File: config.mk
export PLATFORM = sky130hd
export DESIGN_NAME = logval_seq
export DESIGN_NICKNAME = d
export VERILOG_FILES = /design/src/rtl/logmul_pkg.sv /design/src/rtl/lod_scan.sv /design/src/rtl/logval_seq.sv
export SDC_FILE = /design/constraint.sdc
export NUM_CORES = 1
export LEC_CHECK = 0
export ABC_AREA = 1
export CAP_MARGIN = 40
export CORE_ASPECT_RATIO = 1.25
export CORE_UTILIZATION = 49
export DETAILED_ROUTE_END_ITERATION = 10
export PLACE_DENSITY_LB_ADDON = 0.08
export RECOVER_POWER = 25
export SLEW_MARGIN = 20
export SYNTH_ARGS = -nofsm -noshare
export SYNTH_HDL_FRONTEND = slang
export SYNTH_SLANG_ARGS = --single-unit
File: constraint.sdc
create_clock -name clk -period 2.17 [get_ports clk]
set_input_delay 0.651 -clock clk [delete_from_list [all_inputs] [get_ports clk]]
set_output_delay 0.651 -clock clk [all_outputs]
set_load 0.01 [all_outputs]
File: src/rtl/logmul_pkg.sv
// Shared widths and FSM state encoding for the Mitchell-log front end.
package logmul_pkg;
  localparam int DW = 8;           // operand width
  localparam int KW = 3;           // characteristic width, log2(DW)
  localparam int LW = KW + DW - 1; // log word {k, m}
  localparam int SW = LW + 1;      // log_a + log_b

  typedef enum logic [1:0] {
    IDLE,
    SCAN,
    DONE
  } state_t;
endpackage

File: src/rtl/lod_scan.sv
// Serial leading-one detector for one operand: shifts left until bit DW-1 is set,
// counting the characteristic down and keeping the bits below the leading one.
module lod_scan #(
  parameter int DW = 8,
  parameter int KW = 3
) (
  input  logic               clk,
  input  logic               rst,
  input  logic               load,
  input  logic               step,
  input  logic [DW-1:0]      operand,
  output logic               done_next,
  output logic [KW+DW-2:0]   log_val,
  output logic               zero
);
  logic [DW-1:0] sr;
  logic [KW-1:0] k;
  logic [DW-2:0] mant;
  logic          done;
  logic          op_zero;

  assign op_zero = (operand == '0);

  // NOTE: all state here is reset synchronously; sequential state uses <= only
  // so every register samples pre-edge values regardless of statement order.
  always_ff @(posedge clk) begin
    if (rst) begin
      sr   <= '0;
      k    <= '0;
      mant <= '0;
      done <= 1'b0;
      zero <= 1'b0;
    end else if (load) begin
      sr   <= operand;
      k    <= op_zero ? '0 : KW'(DW - 1);
      mant <= '0;
      done <= op_zero;
      zero <= op_zero;
    end else if (step && !done) begin
      if (sr[DW-1]) begin
        done <= 1'b1;
        mant <= sr[DW-2:0];
      end else begin
        sr <= {sr[DW-2:0], 1'b0};
        k  <= k - 1'b1;
      end
    end
  end

  // Look-ahead so the FSM can leave SCAN on the same edge the last operand finishes.
  assign done_next = done | sr[DW-1];
  assign log_val   = done ? {k, mant} : {k, sr[DW-2:0]};
endmodule

File: src/rtl/logval_seq.sv
// Sequential Mitchell-log stage: finds log2 of two operands by serial scan and
// presents both logs plus their sum, with valid/ready handshakes on both sides.
module logval_seq
  import logmul_pkg::state_t;
#(
  parameter int DW = logmul_pkg::DW,
  parameter int KW = logmul_pkg::KW
) (
  input  logic               clk,
  input  logic               rst,
  input  logic               in_valid,
  output logic               in_ready,
  input  logic [DW-1:0]      n_var_1,
  input  logic [DW-1:0]      n_var_2,
  output logic               out_valid,
  input  logic               out_ready,
  output logic [KW+DW-2:0]   log_a,
  output logic [KW+DW-2:0]   log_b,
  output logic [KW+DW-1:0]   log_sum,
  output logic               zero
);
  localparam int LW = KW + DW - 1;

  state_t        state;
  logic          load;
  logic          step;
  logic          done_a, done_b;
  logic          zero_a, zero_b;
  logic [LW-1:0] lv_a, lv_b;
  logic [LW:0]   sum_next;

  assign in_ready = (state == logmul_pkg::IDLE);
  assign load     = in_ready && in_valid;
  assign step     = (state == logmul_pkg::SCAN);
  assign sum_next = {1'b0, lv_a} + {1'b0, lv_b};

  lod_scan #(.DW(DW), .KW(KW)) u_scan_a (
    .clk       (clk),
    .rst       (rst),
    .load      (load),
    .step      (step),
    .operand   (n_var_1),
    .done_next (done_a),
    .log_val   (lv_a),
    .zero      (zero_a)
  );

  lod_scan #(.DW(DW), .KW(KW)) u_scan_b (
    .clk       (clk),
    .rst       (rst),
    .load      (load),
    .step      (step),
    .operand   (n_var_2),
    .done_next (done_b),
    .log_val   (lv_b),
    .zero      (zero_b)
  );

  always_ff @(posedge clk) begin
    if (rst) begin
      state     <= logmul_pkg::IDLE;
      out_valid <= 1'b0;
      log_a     <= '0;
      log_b     <= '0;
      log_sum   <= '0;
      zero      <= 1'b0;
    end else begin
      case (state)
        logmul_pkg::IDLE: begin
          if (in_valid) state <= logmul_pkg::SCAN;
        end
        logmul_pkg::SCAN: begin
          if (done_a && done_b) begin
            state     <= logmul_pkg::DONE;
            out_valid <= 1'b1;
            log_a     <= lv_a;
            log_b     <= lv_b;
            zero      <= zero_a | zero_b;
            // A zero product has no meaningful log, so the antilog input is cleared.
            log_sum   <= (zero_a | zero_b) ? '0 : sum_next;
          end
        end
        logmul_pkg::DONE: begin
          if (out_ready) begin
            state     <= logmul_pkg::IDLE;
            out_valid <= 1'b0;
          end
        end
        default: state <= logmul_pkg::IDLE;
      endcase
    end
  end
endmodule

==> flow_summary.yaml, run 1 <==
outcome:
  status: "finished, final reports clean"
global_routing:
  track_usage_pct: 25.0
  grt_pass1_vias: 3315
  grt_overflow: 0
  grt_start_max_net_pins: 35
  grt_pass1_wl_mm: 15.2
  antenna_found_initial: 0
synthesis:
  yosysUniqueCellTypes: 38
  ys_seq_area_share_pct: 41.3
  ys_async_sr_fraction_pct: 0
  synth_seq_cells: 75
  syn-cell-area_sq_um: 3630
  synth_flop_cell: "dfxtp_1"
  syn_area_per_cell_sq_um: 7.31
  synth_warnings: 0
  synth_nets: 530
  synth_edf_count: 0
  syn_inst: 497
floorplan:
  core_area_sq_um: 7060
  rows: 34
  die_h_microns: 98.3
  ios: 54
  initial_core_util_pct: 51.5
  die_w_microns: 79.0
  dieArea_sq_um: 7770
final_layout:
  layout.nets: 591
  layout_commonest_cell: "nand2_1"
  final_cell_mix: "nand2_1, dfxtp_1, inv_1, clkdlybuf4s50_1, a21oi_1"
  area_growth_pct: 25.3
  fin_area_sq_um: 4550
  drive_gt1_share_pct: 10.7
  diodes: 0
placement:
  portBuffers: 53
  placed_area_sq_um: 4320
  gp_congestion: 0.858
  post-dp-hpwl_mm: 6.58
sta:
  fmax_mhz: 485
  max_slew.worst_pin.slew_ns: 0.679
  hold_viol: 0
  slew_violations: 0
  finClkSkew_ns: 0.00884
  max_slew_margin_pct: 54.7
  period_needed_ns: 2.06
  layout_worst_path_cycle_share_pct: 95.0
  tns_ns: 0
  setup_violations: 0
  rsz0062_at_grt: "no"
setup_path:
  slowest_delay_ns: 0.55
  path_delay_family: "buffers and inverters"
  slowest_stage: "clkdlybuf4s50_1"
  arrival_ns: 1.41
  critPathRequiredTime_ns: 1.52
  crit_buf_inv: 1
  critical_path_class: "reg2out"
  startpoint_type: "register"
  cp_max_fo: 4
  endpoint_kind: "output pin"
  crit_chain: "nor2_1 -> clkdlybuf4s50_1"
cts:
  cts.htree.levels: 3
  numCtsBuffers: 9
  cts_setup_buffers: 0
  clockBufferDepth: 2
  cts_tree: "built"
  cts-hold-fix-buffers: 0
  cts_resized: 0
  cts_sinks: 75
  path_clk_slew_ns: 0.08
  cts-root-buf: "clkbuf_8"
  clock_latency_ns: 0.36
worst_hold_path:
  hold_class: "reg2reg"
pwr:
  p_leak_uw: 0.00185
  vdd_drop_max_mv: 0.424
  power.total_uw: 3440
  pwr_density_cell_nw_per_um2: 755
detailed_routing:
  drt-wirelength-per-cell_microns: 13.5
  route.detailed.drc: 0
  wl_mm: 8.83
  postRouteAntennaNets: 0
  dr.pass1.iters: 5
  via_per_inst: 5.31
  vias: 3470
  first_iter_violations: 116
job:
  maxCapViolCount: 0
==> stage by stage <==
stage               std cells  worst slack, ns  hold WS (ns)  utilization (%)
CTS                       653           0.0361         0.467             64.7
global route              653           0.0141         0.485             64.5
floorplan                 497           0.0313         0.439                -
global placement          637           0.0922         0.448             61.2
detailed placement        637           0.0507         0.450             61.2
finish                    653            0.108         0.464             64.5
==> worst register-to-register path, stage by stage (launching register included) <==
cell and delay (ns):
dfxtp_4 0.38, o21ai_0 0.47, ha_1 0.35, nand3_1 0.09, nand3_1 0.13, or2_2 0.30, nand3_1 0.08, a21oi_1 0.06
==> synth_stat cells, types with 2 or more instances <==
master,instances,area (sq um)
nand2_1,121,454
dfxtp_1,75,1500
inv_1,52,195
a21oi_1,46,230
nor2_1,41,154
nand3_1,39,195
o21ai_0,17,85.1
ha_1,12,150
a211oi_1,10,75.1
clkbuf_1,10,37.5
o221ai_1,8,70.1
buf_2,7,35.0
inv_2,5,18.8
nand2_2,5,31.3
o21ai_1,5,25.0
o211ai_1,4,30.0
o22ai_1,4,25.0
a211oi_2,3,37.5
a31oi_1,3,18.8
buf_4,3,22.5
nor2_4,3,33.8
a221oi_2,2,30.0
nand3b_1,2,15.0
nand4_1,2,12.5
nor2_2,2,12.5
o21ai_2,2,17.5
o21bai_1,2,15.0
or2_2,2,12.5
==> area by class of cell <==
class / count / area (sq um)
sequential: 75 / 1510
clock inverter: 6 / 111
timing repair buffer: 72 / 661
fill: 657 / 2510
tap: 90 / 113
multi-input combinational: 342 / 1810
clock buffer: 10 / 138
inverter: 58 / 218
==> power by group <==
group / internal [uW] / switching (uW) / total (uW)
Sequential: 1440 / 56.8 / 1500
Clock: 797 / 539 / 1340
Combinational: 230 / 378 / 608
Total: 2470 / 974 / 3440
==> worst paths after layout <==
path                            slack [ns]                      end  cells past startpoint                        from
worst max-delay path                  0.11                 in_ready                      2       state[1]$_SDFFE_PP0P_
worst min-delay path                  0.46    log_b[5]$_SDFFE_PP0P_                      2       log_b[5]$_SDFFE_PP0P_
worst max register to register        0.19  log_sum[3]$_SDFFE_PP0P_                      7  u_scan_b.done$_SDFFE_PP0P_
worst min register to register        0.46    log_b[5]$_SDFFE_PP0P_                      2       log_b[5]$_SDFFE_PP0P_
==> kinds of logic (layout without fill, tap and decap cells) <==
group	Yosys count	count (layout)	share of synthesized area (%)
compound gates	108	108	18.6
flops	75	75	41.3
xor+xnor	2	2	0.482
buf+inv	80	146	9.02
fa+ha+maj	13	13	4.68
simple gates	219	219	25.9
==> flip-flops by register name (all words and copies together), names as in the netlist, 2 cells and up <==
name / cells
u_scan_b.k: 3
u_scan_a.mant: 7
u_scan_b.sr: 8
u_scan_a.sr: 8
log_sum: 11
log_a: 10
u_scan_a.k: 3
state: 2
u_scan_b.mant: 7
log_b: 10
==> routing by layer <==
metal	part of all wire (%)	GRT usage [%]	wire [microns]	vias up
li1	-	-	-	1777
met1	45	31.4	4010	1568
met2	47	40.5	4160	102
met3	5.1	6.64	447	23
met4	2.4	9.93	214	0
met5	0	0	0	-
Power figures use the tool's default switching activity.
==> inputs of run 2 (changes only) <==
- CORE_UTILIZATION: 49 -> 24
==> run 2 against run 1 <==
The run now ends with DRC left. Core utilization decreased by 32 points. Non-clock buffer count increased by 10. Worst setup slack got worse by 0.017 ns. Die area increased by 100%. Global-route usage decreased by 11 points. Wire length increased by 19%. Critical path depth unchanged. Design area increased by 5.5%. Via count decreased by 2.1%. Sequential share of layout area decreased by 1.8 points. Critical path type unchanged. Largest cell class unchanged.
==> flow_summary.yaml, run 2 (same netlist as run 1, synthesis figures left out) <==
setup_path:
  r2r_cells: 8
  rr_endpoint: "log_sum[4]$_SDFFE_PP0P_"
  rr_startpoint: "u_scan_a.done$_SDFFE_PP0P_"
  startpoint_type: "register"
  slowest_delay_ns: 0.55
  slowest_stage: "clkdlybuf4s50_1"
  endpoint_kind: "output pin"
  cp_max_fo: 4
  crit_chain: "nor2_4 -> clkdlybuf4s50_1"
  reg2reg_slack_ns: 0.13
  path_delay_family: "buffers and inverters"
  cp_num_cells: 2
  arrival_ns: 1.43
  crit_buf_inv: 1
  critPathRequiredTime_ns: 1.52
  critical_path_class: "reg2out"
cts:
  cts-hold-fix-buffers: 0
  cts_resized: 2
  cts_sinks: 75
  numCtsBuffers: 9
  cts.htree.levels: 3
  cts_tree: "built"
  clockBufferDepth: 2
  path_clk_slew_ns: 0.05
  cts_setup_buffers: 0
  clock_latency_ns: 0.34
  cts-root-buf: "clkbuf_16"
worst_hold_path:
  min_to: "log_a[2]$_SDFFE_PP0P_"
  hold_class: "reg2reg"
  worstHoldStart: "log_a[2]$_SDFFE_PP0P_"
  hold_depth: 2
pwr:
  p_leak_uw: 0.00193
  vdd_drop_max_mv: 0.273
  pwr_density_cell_nw_per_um2: 739
detailed_routing:
  via_per_inst: 4.52
  postRouteAntennaNets: 0
  wl_mm: 10.5
  first_iter_violations: 172
  vias: 3398
  route.detailed.drc: 7
  dr.pass1.iters: 7
  drt-wirelength-per-cell_microns: 14.0
sta:
  tns_ns: 0
  fmax_mhz: 481
  layout_worst_path_cycle_share_pct: 95.8
  rsz0062_at_grt: "no"
  setup_violations: 0
  max_slew.worst_pin.slew_ns: 0.678
  hold_viol: 0
  finClkSkew_ns: 0.00775
  slew_violations: 0
  max_slew_margin_pct: 54.3
  period_needed_ns: 2.08
final_layout:
  final_util_pct: 32.9
  drive_gt1_share_pct: 11.5
  final.fill_count: 1592
  layout.nets: 601
  layout_commonest_cell: "nand2_1"
  largest_reg_flops: 11
  fin_area_sq_um: 4800
  final_cell_mix: "nand2_1, dfxtp_1, inv_1"
  reg_top3: "log_sum: 11 flops, log_a: 10 flops, log_b: 10 flops"
  area_growth_pct: 32.2
  diodes: 0
  largest_register: "log_sum"
global_routing:
  track_usage_pct: 14.3
  grt_start_max_net_pins: 42
  grt_pass1_vias: 3270
  grt_pass1_wl_mm: 17.2
  grt_overflow: 0
  antenna_found_initial: 0
placement:
  placed_area_sq_um: 4520
  post-dp-hpwl_mm: 8.13
  portBuffers: 53
  gp_congestion: 0.810
floorplan:
  core_area_sq_um: 14600
  die_w_microns: 112
  rows: 49
  ios: 54
  dieArea_sq_um: 15600
  die_h_microns: 140
  initial_core_util_pct: 24.9
outcome:
  failed_checks: "DRC"
  status: "complete, but fails checks"
job:
  maxCapViolCount: 0
[run 2: cell count changes in the layout (fill, tap and decap cells not counted), moves of 2 or more]
cell	previous run	this run
clkbuf_8	10	2
clkbuf_16	0	9
o21ai_0	13	15
clkinv_4	0	2
buf_12	0	2
inv_2	5	3
inv_1	52	54
bufinv_16	3	0
buf_4	15	25
[run 2: metrics by stage]
step                      power [uW]  worst slack, ns  hold WS (ns)  instances
after floorplan                 1930           0.0313         0.439        497
after global placement          2190           0.0786         0.451        735
after detailed placement        2180           0.0784         0.454        735
after CTS                       3630           0.0542         0.464        751
after global routing            3760          0.00269         0.468        751
final                           3550           0.0909         0.458        751
[run 2: cell type report]
type / count / area (sq um) / area share, %
timing repair buffer: 82 / 767 / 16.0
clock buffer: 13 / 260 / 5.42
multi-input combinational: 342 / 1810 / 37.7
sequential: 75 / 1500 / 31.3
clock inverter: 3 / 22.5 / 0.469
inverter: 58 / 218 / 4.53
tap: 178 / 223 / 4.64
[run 2: worst max path at each step]
stage	start	end	slack, ns
2_1_floorplan	u_scan_a.done$_SDFFE_PP0P_	log_sum[4]$_SDFFE_PP0P_	0.03
3_3_place_gp	u_scan_a.done$_SDFFE_PP0P_	log_sum[7]$_SDFFE_PP0P_	0.08
3_5_place_dp	u_scan_b.done$_SDFFE_PP0P_	log_sum[4]$_SDFFE_PP0P_	0.08
4_1_cts	state[1]$_SDFFE_PP0P_	in_ready	0.05
5_1_grt	u_scan_b.done$_SDFFE_PP0P_	log_sum[3]$_SDFFE_PP0P_	0.003
6_report	state[1]$_SDFFE_PP0P_	in_ready	0.09
[run 2: worst reg2reg max path: stages, from the launching register on]
cell,delay (ns)
dfxtp_1,0.39
o21ai_0,0.20
ha_1,0.27
fa_1,0.40
nand3_1,0.10
nand2_1,0.10
or2_2,0.28
nand3_1,0.09
a21oi_1,0.06
[run 2: power by group]
| group | total [uW] | leakage (uW) | switching (uW) | internal (uW) |
|---|---|---|---|---|
| sequential | 1500 | 0.000610 | 59.3 | 1440 |
| clock | 1410 | 0.000140 | 566 | 839 |
| combinational | 646 | 0.00118 | 389 | 257 |
| total | 3550 | 0.00193 | 1010 | 2540 |
[run 2: routing by layer]
layer	wire (microns)	track usage (%)
met1	5100	18.5
met2	4840	22.9
met3	335	2.57
met4	261	7.37
met5	0	0
